$ cat src/rtl/fetch_pkg.sv
// Shared types and constants for the instruction prefetch queue.
//   fq_entry_t  : one buffered instruction with its byte PC
//   fq_state_e  : fetch control states
//   INSTR_BYTES : byte stride between sequential fetches
//   align_word  : clears the byte-offset bits of a byte address
package fetch_pkg;

  localparam int INSTR_BYTES = 4;

  typedef struct packed {
    logic [31:0] instr;
    logic [31:0] pc;
  } fq_entry_t;

  typedef enum logic [1:0] {
    IDLE  = 2'd0,
    FETCH = 2'd1,
    DRAIN = 2'd2
  } fq_state_e;

  function automatic logic [31:0] align_word(input logic [31:0] addr);
    return addr & 32'hFFFF_FFFC;
  endfunction

endpackage

$ cat src/rtl/fq_fifo.sv
// Circular buffer holding fetched instructions and their PCs.
// Ports:
//   clk_i, reset_i        : clock, synchronous active-high reset
//   flush_i               : empties the buffer; overrides push and pop
//   push_i, push_instr_i,
//   push_pc_i             : write one entry at the tail
//   pop_i                 : retire the head entry (ignored when empty)
//   head_valid_o          : buffer is non-empty
//   head_instr_o,
//   head_pc_o             : head entry, forced to zero when empty
//   count_o               : number of entries held
module fq_fifo
  import fetch_pkg::*;
#(
  parameter int DEPTH = 4,
  localparam int PTR_W = $clog2(DEPTH),
  localparam int CNT_W = $clog2(DEPTH) + 1
) (
  input  logic             clk_i,
  input  logic             reset_i,
  input  logic             flush_i,
  input  logic             push_i,
  input  logic [31:0]      push_instr_i,
  input  logic [31:0]      push_pc_i,
  input  logic             pop_i,
  output logic             head_valid_o,
  output logic [31:0]      head_instr_o,
  output logic [31:0]      head_pc_o,
  output logic [CNT_W-1:0] count_o
);

  localparam logic [PTR_W-1:0] PTR_ONE = PTR_W'(1);
  localparam logic [CNT_W-1:0] CNT_ONE = CNT_W'(1);
  localparam logic [CNT_W-1:0] CNT_FULL = CNT_W'(DEPTH);

  fq_entry_t        mem_r [DEPTH];
  logic [PTR_W-1:0] rd_ptr_r;
  logic [PTR_W-1:0] wr_ptr_r;
  logic [CNT_W-1:0] count_r;
  logic             do_push_s;
  logic             do_pop_s;
  logic             empty_s;

  // Qualify push/pop: flush wins, pop needs data, push needs room (or a pop).
  always_comb begin
    empty_s   = (count_r == {CNT_W{1'b0}});
    do_pop_s  = pop_i && !flush_i && !empty_s;
    do_push_s = push_i && !flush_i && ((count_r != CNT_FULL) || do_pop_s);
  end

  // Pointer and occupancy bookkeeping; pointers wrap naturally at DEPTH.
  always_ff @(posedge clk_i) begin
    if (reset_i || flush_i) begin
      rd_ptr_r <= {PTR_W{1'b0}};
      wr_ptr_r <= {PTR_W{1'b0}};
      count_r  <= {CNT_W{1'b0}};
    end else begin
      if (do_push_s) begin
        wr_ptr_r <= wr_ptr_r + PTR_ONE;
      end
      if (do_pop_s) begin
        rd_ptr_r <= rd_ptr_r + PTR_ONE;
      end
      case ({do_push_s, do_pop_s})
        2'b10:   count_r <= count_r + CNT_ONE;
        2'b01:   count_r <= count_r - CNT_ONE;
        default: count_r <= count_r;
      endcase
    end
  end

  // Entry storage; contents are don't-care until written, head is masked.
  always_ff @(posedge clk_i) begin
    if (do_push_s) begin
      mem_r[wr_ptr_r] <= '{instr: push_instr_i, pc: push_pc_i};
    end
  end

  // Head presentation, zeroed when empty so reset leaves outputs at zero.
  always_comb begin
    head_valid_o = !empty_s;
    count_o      = count_r;
    if (!empty_s) begin
      head_instr_o = mem_r[rd_ptr_r].instr;
      head_pc_o    = mem_r[rd_ptr_r].pc;
    end else begin
      head_instr_o = 32'h0000_0000;
      head_pc_o    = 32'h0000_0000;
    end
  end

endmodule

$ cat src/rtl/fetch_queue.sv
// Instruction prefetch stage between instruction memory and decode.
// Issues sequential word fetches, buffers responses with their PCs and
// hands them to decode over valid/ready. A redirect flushes the queue,
// drops any response still in flight and restarts at the target.
// Ports:
//   clk_i, reset_i                 : clock, synchronous active-high reset
//   imem_req_o, imem_addr_o        : fetch request and word address
//   imem_rvalid_i, imem_rdata_i    : response, one cycle after the request
//   redirect_i, redirect_pc_i      : branch/jump flush and target byte PC
//   instr_valid_o, instr_o,
//   instr_pc_o, instr_ready_i      : decode handshake on the queue head
//   count_o                        : entries currently buffered
module fetch_queue
  import fetch_pkg::*;
#(
  parameter int          DEPTH    = 4,
  parameter int          ADDR_W   = 20,
  parameter logic [31:0] RESET_PC = 32'h0000_0000,
  localparam int         CNT_W    = $clog2(DEPTH) + 1
) (
  input  logic              clk_i,
  input  logic              reset_i,
  output logic              imem_req_o,
  output logic [ADDR_W-1:0] imem_addr_o,
  input  logic              imem_rvalid_i,
  input  logic [31:0]       imem_rdata_i,
  input  logic              redirect_i,
  input  logic [31:0]       redirect_pc_i,
  output logic              instr_valid_o,
  output logic [31:0]       instr_o,
  output logic [31:0]       instr_pc_o,
  input  logic              instr_ready_i,
  output logic [CNT_W-1:0]  count_o
);

  localparam logic [31:0]  PC_STEP = 32'(INSTR_BYTES);
  localparam logic [CNT_W:0] DEPTH_C = (CNT_W + 1)'(DEPTH);

  fq_state_e   state_r;
  fq_state_e   state_next_s;
  logic [31:0] fetch_pc_r;
  logic [31:0] req_pc_r;
  logic        inflight_r;
  logic        discard_r;
  logic        req_s;
  logic        pop_s;
  logic        push_s;
  logic [CNT_W:0] occ_s;

  // Handshake, projected occupancy and request decision.
  // The in-flight response will land before any new request returns, so it
  // is counted against capacity; that makes overflow impossible.
  always_comb begin
    pop_s  = instr_valid_o && instr_ready_i;
    push_s = imem_rvalid_i && !discard_r;
    occ_s  = {1'b0, count_o} - {{CNT_W{1'b0}}, pop_s} + {{CNT_W{1'b0}}, inflight_r};
    if (!reset_i && (state_r == FETCH) && (occ_s < DEPTH_C)) begin
      req_s = 1'b1;
    end else begin
      req_s = 1'b0;
    end
  end

  // Next-state logic. A request issued in the redirect cycle returns stale
  // data, so DRAIN waits for it. The stale response always arrives in the
  // first DRAIN cycle; leaving on it even under a second redirect avoids
  // waiting forever for a response that will never come.
  always_comb begin
    state_next_s = state_r;
    case (state_r)
      IDLE: begin
        state_next_s = FETCH;
      end
      FETCH: begin
        if (redirect_i && req_s) begin
          state_next_s = DRAIN;
        end else begin
          state_next_s = FETCH;
        end
      end
      DRAIN: begin
        if (imem_rvalid_i) begin
          state_next_s = FETCH;
        end else begin
          state_next_s = DRAIN;
        end
      end
      default: begin
        state_next_s = IDLE;
      end
    endcase
  end

  // Control state, fetch PC, in-flight tracking and discard flag.
  always_ff @(posedge clk_i) begin
    if (reset_i) begin
      state_r    <= IDLE;
      fetch_pc_r <= RESET_PC;
      req_pc_r   <= 32'h0000_0000;
      inflight_r <= 1'b0;
      discard_r  <= 1'b0;
    end else begin
      state_r    <= state_next_s;
      inflight_r <= req_s;
      if (req_s) begin
        req_pc_r <= fetch_pc_r;
      end
      if (redirect_i) begin
        fetch_pc_r <= align_word(redirect_pc_i);
      end else if (req_s) begin
        fetch_pc_r <= fetch_pc_r + PC_STEP;
      end
      if (redirect_i && req_s) begin
        discard_r <= 1'b1;
      end else if (discard_r && imem_rvalid_i) begin
        discard_r <= 1'b0;
      end
    end
  end

  assign imem_req_o  = req_s;
  assign imem_addr_o = fetch_pc_r[ADDR_W+1:2];

  // Redirect flushes the buffer, which also drops a same-cycle push or pop.
  fq_fifo #(
    .DEPTH(DEPTH)
  ) u_fifo (
    .clk_i        (clk_i),
    .reset_i      (reset_i),
    .flush_i      (redirect_i),
    .push_i       (push_s),
    .push_instr_i (imem_rdata_i),
    .push_pc_i    (req_pc_r),
    .pop_i        (pop_s),
    .head_valid_o (instr_valid_o),
    .head_instr_o (instr_o),
    .head_pc_o    (instr_pc_o),
    .count_o      (count_o)
  );

endmodule

$ cat config.mk
export PLATFORM = sky130hd
export DESIGN_NAME = fetch_queue
export DESIGN_NICKNAME = d
export VERILOG_FILES = /design/src/rtl/fetch_pkg.sv /design/src/rtl/fq_fifo.sv /design/src/rtl/fetch_queue.sv
export SDC_FILE = /design/constraint.sdc
export NUM_CORES = 1
export LEC_CHECK = 0
export BUFFER_PORTS_ARGS = -buffer_cell sky130_fd_sc_hd__buf_2
export CORE_MARGIN = 2
export CORE_UTILIZATION = 52
export CTS_CLUSTER_DIAMETER = 60
export DETAILED_ROUTE_END_ITERATION = 7
export PLACE_DENSITY = 0.75
export SYNTH_ARGS = -nofsm -noshare
export SYNTH_HDL_FRONTEND = slang
export SYNTH_SLANG_ARGS = --single-unit
$ cat constraint.sdc
create_clock -name clk_i -period 3.35 [get_ports clk_i]
set_input_delay 0.67 -clock clk_i [delete_from_list [all_inputs] [get_ports clk_i]]
set_output_delay 0.67 -clock clk_i [all_outputs]
set_load 0.02 [all_outputs]
# Word-level counts from Yosys, hierarchy flattened
# Memories as Yosys holds them, arrays and structs flattened. A register that Yosys moved wholly into a read port is not among the register bits.
# Index checks and enable logic that the tools add are counted.
# classes
magnitude_cmp	1
reduce_logical	22
addsub	7
n_eq_ne	5
muxes	15
# op_table
operator	n
32-bit 2-to-1 mux	4
32-bit by 3-bit adder with 32-bit output (second input constant)	1
1-bit logical AND	10
2-bit 2-to-1 mux	4
2-bit case mux with 3 select lines	1
3-bit case mux with 2 select lines	1
2-bit nonzero test	3
1-bit 2-to-1 mux	5
2-bit by 1-bit adder with 2-bit output (second input constant)	2
4-bit by 1-bit adder with 4-bit output	1
2-bit by 1-bit equality test with 1-bit output (second input constant)	2
2-bit equality test (second input constant)	2
1-bit logical NOT	4
4-bit by 3-bit < comparator with 1-bit output (second input constant)	1
3-bit by 1-bit subtractor with 4-bit output	1
3-bit by 1-bit adder with 3-bit output (second input constant)	1
3-bit logical NOT	1
3-bit != test (second input constant)	1
3-bit by 1-bit subtractor with 3-bit output (second input constant)	1
2-bit logical NOT	1
1-bit logical OR	2
2-bit OR reduction	1
# totals
n_memories	1
ff_bits	75
output_inout_bits	89
inputBits	69
ram_bits	256
# memory_table
memory	depth	width	rd	rd_clocked_by_memory_dff	wr	line_no	rtl
u_fifo.mem_r	4	64	1	1	1	fq_fifo.sv:36	fq_entry_t mem_r [DEPTH];

# Depth between registers and ports, before layout
# Gate-level depths: netlist of the first run.
# depth
word_depth	11
depth_mapped	14

# Cells and area by module
# A second synthesis of the first run with hierarchy kept.
# unflattened
hier_cells	867
area_unflattened_um2	13574.3
# by_module_without_submodules
module	area_per_inst_um2	n_inst	seq_area_each_um2	cells_per_inst
fq_fifo	10146.0	1	7867.5	461
fetch_queue	3428.3	1	1281.2	406

# Worst setup path before layout of the first run
# No wires, ideal clock.
# synth_timing
kind	register to output
start	register u_fifo.count_r[0], in the netlist u_fifo.count_o[0]
end	output imem_req_o
stages_incl_launch_ff	13
required_time_ns	2.680
setup_slack_ns	-0.244
path_buffers	3
t_arrival_ns	2.924
path_cell_list	dfxtp_1 -> or3_1 -> and2_1 -> clkbuf_1 -> ha_1 -> inv_1 -> ha_1 -> and3b_1 -> or4_4 -> buf_2 -> a21o_1 -> clkinv_1 -> buf_2
# synth_via
elab_chain_len	8
# synth_lines
item	line_no	rtl
start, declared	fq_fifo.sv:39	logic [CNT_W-1:0] count_r;
start signal, assigned	fq_fifo.sv:56	count_r <= {CNT_W{1'b0}};
start signal, assigned	fq_fifo.sv:65	2'b10: count_r <= count_r + CNT_ONE;
start signal, assigned	fq_fifo.sv:66	2'b01: count_r <= count_r - CNT_ONE;
3-bit logical NOT	fq_fifo.sv:46	empty_s = (count_r == {CNT_W{1'b0}});
1-bit logical NOT	fq_fifo.sv:81	head_valid_o = !empty_s;
1-bit logical AND	fetch_queue.sv:54	pop_s = instr_valid_o && instr_ready_i;
3-bit by 1-bit subtractor with 4-bit output (*)	fetch_queue.sv:56	occ_s = {1'b0, count_o} - {{CNT_W{1'b0}}, pop_s} + {{CNT_W{1'b0}}, inflight_r};
4-bit by 1-bit adder with 4-bit output (*)	fetch_queue.sv:56	
4-bit by 3-bit < comparator with 1-bit output (*)	fetch_queue.sv:57	if (!reset_i && (state_r == FETCH) && (occ_s < DEPTH_C)) begin
1-bit logical AND (*)	fetch_queue.sv:57	
1-bit 2-to-1 mux (*)	fetch_queue.sv:57	
end, declared	fetch_queue.sv:23	output logic imem_req_o,
# Every way passes the cells marked *; elsewhere a longest branch is shown, timed or not.

# Worst setup path after layout of the first run
# Same ends and word-level chain as after synthesis.

==> results of run 1 <==
## kinds of logic (layout without fill, tap and decap cells)
kind of cell	after synthesis	in the layout
flip-flops	321	321
AO/OA/AOI/OAI	113	113
other	1	2
multiplexers	64	64
adder cells (fa/ha/maj)	9	9
AND/OR/NAND/NOR	238	238
XOR/XNOR	21	21
buffers and inverters	93	270
## flip-flops by register name, summed over array words and instances, names as in the netlist, named ones only
signal,count
u_fifo.mem_r,248
inflight_r,1
discard_r,1
u_fifo.rd_ptr_r,2
u_fifo.count_o,3
state_r,2
req_pc_r,30
fetch_pc_r,30
u_fifo.wr_ptr_r,2
## critical path: stages (launching register included)
cell and delay [ns]:
dfxtp_4 0.34, or3_4 0.39, and2_4 0.16, ha_4 0.15, inv_2 0.06, ha_4 0.18, and3b_1 0.16, or4_4 0.48
a21o_1 0.19, clkinv_2 0.06, buf_6 0.11
## through the flow
| stage | hold WS [ns] | util, % | setup WS [ns] | power, mW | TNS [ns] |
|---|---|---|---|---|---|
| after floorplan | 0.440 | - | -0.0253 | 4.87 | -0.0253 |
| after global placement | 0.458 | 57.4 | 0.0552 | 5.05 | 0 |
| after detailed placement | 0.465 | 57.4 | 0.0123 | 5.07 | 0 |
| after CTS | 0.366 | 62.1 | -0.163 | 8.83 | -0.163 |
| after global routing | 0.373 | 62.2 | -0.180 | 9.02 | -0.186 |
| final | 0.389 | 62.2 | -0.109 | 8.76 | -0.109 |
## layout make-up
class / count / area (µm²) / share of cell area (%)
clock buffers: 49 / 971 / 6.26
flip-flops and latches: 321 / 8920 / 57.5
inverters: 20 / 76.3 / 0.492
multi-input cells: 447 / 3790 / 24.4
repair buffers: 189 / 1180 / 7.60
well taps: 330 / 413 / 2.66
clock inverters: 12 / 165 / 1.06
## metal layers
metal / vias to the layer above / global-route usage (%) / wire (µm) / part of all wire (%)
li1: 3559 / - / - / -
met1: 3747 / 29.1 / 11700 / 44
met2: 289 / 31.6 / 12400 / 47
met3: 49 / 3.03 / 1700 / 6.4
met4: 0 / 7.24 / 714 / 2.7
met5: - / 0 / 0 / 0
## power by group
| part | leakage, nW | total (mW) | internal (mW) | switching (mW) |
|---|---|---|---|---|
| sequential | 2.95 | 4.45 | 4.37 | 0.0788 |
| clock | 0.549 | 3.77 | 2.33 | 1.44 |
| combinational | 2.01 | 0.544 | 0.220 | 0.323 |
## how the worst max path moves through the flow
| stage | end | from |
|---|---|---|
| 2_1_floorplan | imem_req_o | u_fifo.count_o[2] |
| 3_3_place_gp | fetch_pc_r[31] | u_fifo.count_o[2] |
| 3_5_place_dp | fetch_pc_r[31] | u_fifo.count_o[2] |
| 4_1_cts | imem_req_o | u_fifo.count_o[0] |
| 5_1_grt | imem_req_o | u_fifo.count_o[0] |
| 6_report | imem_req_o | u_fifo.count_o[0] |
## cell usage in the layout, fill, tap and decap left out, drive strengths merged, types with 9 or more instances in the layout
cell,count
edfxtp,248
a21oi,44
and2,70
xnor2,20
mux4,62
a2111oi,9
clkbuf,49
buf,189
o21bai,9
nand2,77
inv,19
dfxtp,73
nand3,12
nor2,36
a211oi,23
## what timing repair did
action	in CTS	in global routing
gates resized for setup	8	4
endpoints found under the hold margin	0	0
cloned	0	0
pin swaps	5	2
buffers inserted	1	0
endpoints found under the setup margin	2	3
==> run_results.csv, run 1 <==
group,metric,value,unit
cells_and_area,fin_area,0.0155,mm²
cells_and_area,final_cells,1368,
sta,finalHoldViolations,0,
synth,synth_top_family_by_area,"multiplexers",
setup_path,start_kind,"flop",
place,placed_cells,1306,
clocking,cts_made_buffers,34,
routing,ant_nets,0,
place,hpwlAfterDp,16700,µm
min_path,min_from,"imem_rdata_i[0]",
synth,synth_top_area_share,57.0,%
setup_path,reg2reg_depth,11,
synth,synth.top_cells.by_count,"edfxtp_1 (248), nand2_1 (77), dfxtp_1 (73), and2_1 (70), mux4_2 (62)",
place,place_area,0.0143,mm²
cells_and_area,final_nets,1091,
routing,wl_per_cell,19.4,µm
clocking,cts_sinks,321,
synth,synth_edf_count,248,
routing,via_count,7644,
power,irDropWorstVdd,0.425,mV
floorplan,fp.dieH,163,µm
grt,groute.usage.overall,20.1,%
clocking,clkTransAtPathRegs,0.06,ns
grt,grt_pass1_wl,41100,µm
routing,via_per_inst,5.59,
clocking,holdBufCountCts,0,
floorplan,coreArea,0.0250,mm²
floorplan,pin_count,158,
outcome,violations,"setup timing",
setup_path,r2r_start,"u_fifo.count_o[0]",
sta,worst_slew_pin_slew,0.655,ns
routing,drt-total-wl,26500,µm
place,place.gp.congestion,0.822,
floorplan,die_w,163,µm
clocking,tritoncts,"done",
power,power_density,564,mW/mm²
sta,skew,0.0116,ns
min_path,min_path_type,"in -> reg",
synth,synth.distinct_cells,54,
sta,max-slew-margin-rel,56.0,%
routing,drc_errors,0,
synth,syn_area_per_cell,15.2,µm²
floorplan,initial_core_util,52.4,%
setup_path,path_max_fanout,2,
synth,synth_most_common_cell,"edfxtp_1",
sta,worst_slack,-0.109,ns
floorplan,die_area,0.0264,mm²
clocking,ctsRootBufferMaster,"clkbuf_16",
synth,synthXorXnorAreaFrac,1.41,%
cells_and_area,fill_cells,1882,
setup_path,r2r_slack,0.10,ns
clocking,clock_path_buffers,3,
synth,synth.mux.area_fraction,10.8,%
synth,synthAdderAreaFrac,0.919,%
routing,drt_iter0_markers,633,
cells_and_area,n_antenna_cell,0,
power,leakage,5.52,nW
setup_path,worst_setup_path_end_kind,"output port",
setup_path,crit_type,"reg -> out",
synth,syn_inst,860,
synth,synthTopCellsByArea,"edfxtp_1 (57%), dfxtp_1 (11%), mux4_2 (11%)",
clocking,h-tree-depth,2,
setup_path,r2r-end,"fetch_pc_r[31]",
synth,synth_compound_area_share,5.99,%
sta,slew_viol_final,0,
synth,async_flop_share,0,%
min_path,hold_depth,1,
cells_and_area,area_growth,18.7,%
synth,ys_seq_area_share,68.1,%
cells_and_area,layout-drive-gt1-share,30.8,%
sta,max_freq,289,MHz
synth,yosysTopAreaCell,"edfxtp_1",
run,maxCapViolCount,0,
routing,dr.pass1.iters,5,
sta,fin_crit_sh,103,%
grt,antenna_found_initial,0,
sta,grt_setup_unrepaired,"yes",
synth,synth_flop_cell,"edfxtp_1",
grt,grt_max_degree,65,
sta,setup_viol_count_final,1,
grt,grt_pass1_vias,7501,
clocking,clkLatencyLatePin,0.50,ns
synth,ys_seq_elements,321,
sta,fin_crit,3.46,ns
floorplan,placementRows,58,
grt,grt_overflow,0,
synth,yosys_warnings,0,
min_path,hold_end,"u_fifo.mem_r[2][32]",
place,port_buffers,153,
outcome,status,"finished, violations left",
synth,synth_area,0.0131,mm²
synth,yosys.area_share.simple,9.30,%
setup_path,cp.arrival,2.79,ns
setup_path,worstPathRequired,2.68,ns
Note: power is estimated with default switching activity, not from simulation.
==> run 2, diff against run 1 <==
Settings changed: GPL_TIMING_DRIVEN set to 0.
==> run 2 against run 1 <==
The run still ends with setup timing left. Critical path depth up 1. Highest routed layer unchanged. Die area unchanged. Sequential power barely moved.
==> run_results.csv, run 2 (same netlist as run 1, synthesis figures left out) <==
group,metric,value,unit
outcome,status,"finished, violations left",
outcome,violations,"setup timing",
setup_path,worst_setup_path_end_kind,"output port",
cells_and_area,n_antenna_cell,0,
cells_and_area,fin_area,0.0157,mm²
power,power,8.92,mW
cells_and_area,final_nets,1139,
floorplan,placementRows,58,
clocking,cts_made_buffers,36,
setup_path,cp.arrival,3.00,ns
grt,grt_overflow,0,
setup_path,start_kind,"flop",
routing,via_per_inst,5.55,
setup_path,reg2reg_depth,11,
power,leakage,5.63,nW
setup_path,r2r_slack,0.03,ns
setup_path,r2r-end,"fetch_pc_r[30]",
run,maxCapViolCount,0,
clocking,tritoncts,"done",
min_path,min_from,"imem_rdata_i[1]",
routing,drt_iter0_markers,508,
routing,dr.pass1.iters,5,
setup_path,r2r_start,"u_fifo.count_o[0]",
setup_path,path_max_fanout,2,
cells_and_area,largest_register,"u_fifo.mem_r",
place,place_area,0.0144,mm²
grt,grt_max_degree,48,
floorplan,die_w,163,µm
grt,antenna_found_initial,0,
cells_and_area,mostFrequentLayoutCells,"edfxtp_1 (248), buf_2 (160), nand2_1 (77)",
floorplan,die_area,0.0264,mm²
sta,worst_slew_pin_slew,0.785,ns
sta,skew,0.0221,ns
setup_path,cpLargestDelayFamily,"simple AND/OR/NAND/NOR gates",
routing,via_count,7875,
place,dp_slack,-0.391,ns
routing,ant_nets,0,
sta,fin_crit_sh,110,%
sta,finalHoldViolations,0,
floorplan,fp.dieH,163,µm
sta,setup_viol_count_final,1,
min_path,hold_depth,1,
cells_and_area,layout_commonest_cell,"edfxtp_1",
sta,max-slew-margin-rel,47.3,%
cells_and_area,area_growth,20.3,%
min_path,hold_end,"u_fifo.mem_r[3][33]",
sta,slew_viol_final,0,
routing,drt-total-wl,27800,µm
clocking,cts_sinks,321,
power,irDropWorstVdd,0.441,mV
clocking,clkLatencyLatePin,0.52,ns
setup_path,cp_slowest_cell,"or4_4",
clocking,ctsRootBufferMaster,"clkbuf_16",
clocking,clock_path_buffers,3,
place,port_buffers,153,
setup_path,path_buf_inv,4,
cells_and_area,multi_input_area,0.00380,mm²
routing,drc_errors,0,
grt,groute.usage.overall,21.3,%
floorplan,pin_count,158,
routing,wl_per_cell,19.6,µm
sta,max_freq,272,MHz
clocking,h-tree-depth,2,
clocking,clkTransAtPathRegs,0.06,ns
cells_and_area,regArea,0.00892,mm²
cells_and_area,largest_reg_flops,248,
place,hpwlAfterDp,17800,µm
grt,grt_pass1_wl,42700,µm
cells_and_area,fill_cells,1824,
grt,grt_pass1_vias,7722,
sta,fin_crit,3.67,ns
min_path,min_path_type,"in -> reg",
setup_path,worstPathRequired,2.68,ns
setup_path,worstPathCellList,"or3_4 -> and2_4 -> ha_4 -> inv_2 -> ha_4 -> and3b_1 -> or4_4 -> buf_8 -> a21o_4 -> clkinv_8 -> buf_8",
power,power_density,567,mW/mm²
floorplan,initial_core_util,52.4,%
sta,grt_setup_unrepaired,"yes",
cells_and_area,layout-drive-gt1-share,30.8,%
place,place.gp.congestion,0.856,
setup_path,crit_type,"reg -> out",
floorplan,coreArea,0.0250,mm²
setup_path,cpPeakStageDelay,0.54,ns
cells_and_area,top_regs,"u_fifo.mem_r (248), fetch_pc_r (30), req_pc_r (30)",
sta,worst_slack,-0.324,ns
-- run 2: cell count changes in the layout (fill, tap and decap cells not counted), sizes merged --
cell	delta
clkdlybuf4s18	+2
clkinvlp	-1
inv	+3
buf	+10
clkbuf	+29
clkinv	+7
-- run 2: worst register-to-register path, stage by stage, from the launching register on --
cell      delay [ns]
dfxtp_4         0.34
or3_4           0.38
and2_4          0.16
ha_4            0.15
inv_2           0.05
ha_4            0.18
and3b_1         0.18
or4_4           0.54
buf_4           0.16
a211o_1         0.36
or4_1           0.49
a311oi_1        0.25
-- run 2: layout make-up --
type	count	area share, %
Multi-Input combinational cell	447	24.1
Clock inverter	21	1.39
Timing Repair Buffer	165	5.97
Clock buffer	44	6.12
Buffer	70	2.46
Tap cell	330	2.63
Sequential cell	321	56.7
Inverter	20	0.557
-- run 2: metrics by stage --
| step | TNS [ns] | std cells | utilization [%] | hold WS, ns |
|---|---|---|---|---|
| floorplan | -0.0253 | 861 | - | 0.440 |
| global placement | -334.76 | 1344 | 57.2 | 0.471 |
| detailed placement | -0.868 | 1348 | 57.7 | 0.485 |
| CTS | -0.348 | 1417 | 62.9 | 0.354 |
| global route | -0.470 | 1418 | 63.0 | 0.363 |
| finish | -0.324 | 1418 | 63.0 | 0.368 |
-- run 2: worst max path at each step --
| stage | from | endpoint | slack [ns] | depth (start not counted) |
|---|---|---|---|---|
| 2_1_floorplan | u_fifo.count_o[2] | imem_req_o | -0.03 | 12 |
| 3_3_place_gp | redirect_i | u_fifo.mem_r[1][34] | -1.36 | 4 |
| 3_5_place_dp | instr_ready_i | imem_req_o | -0.39 | 13 |
| 4_1_cts | u_fifo.count_o[0] | imem_req_o | -0.35 | 11 |
| 5_1_grt | u_fifo.count_o[0] | imem_req_o | -0.39 | 11 |
| 6_report | u_fifo.count_o[0] | imem_req_o | -0.32 | 11 |
-- run 2: what timing repair did --
action,4_1_cts,5_1_grt
setup buffers,7,1
setup endpoints to repair,47,26
pin swaps,5,6
gates resized for setup,25,15
hold buffers,0,0
-- run 2: power by group --
part,switching [mW],internal (mW)
Sequential,0.0780,4.37
Combinational,0.340,0.243
Clock,1.53,2.36
Total,1.94,6.98
-- run 2: layer usage --
metal	vias to the layer above	track usage, %	share of wire (%)
met5	-	0	0
met1	3856	29.1	42
li1	3652	-	-
met4	0	5.71	2.0
met3	42	3.90	7.3
met2	325	35.5	49
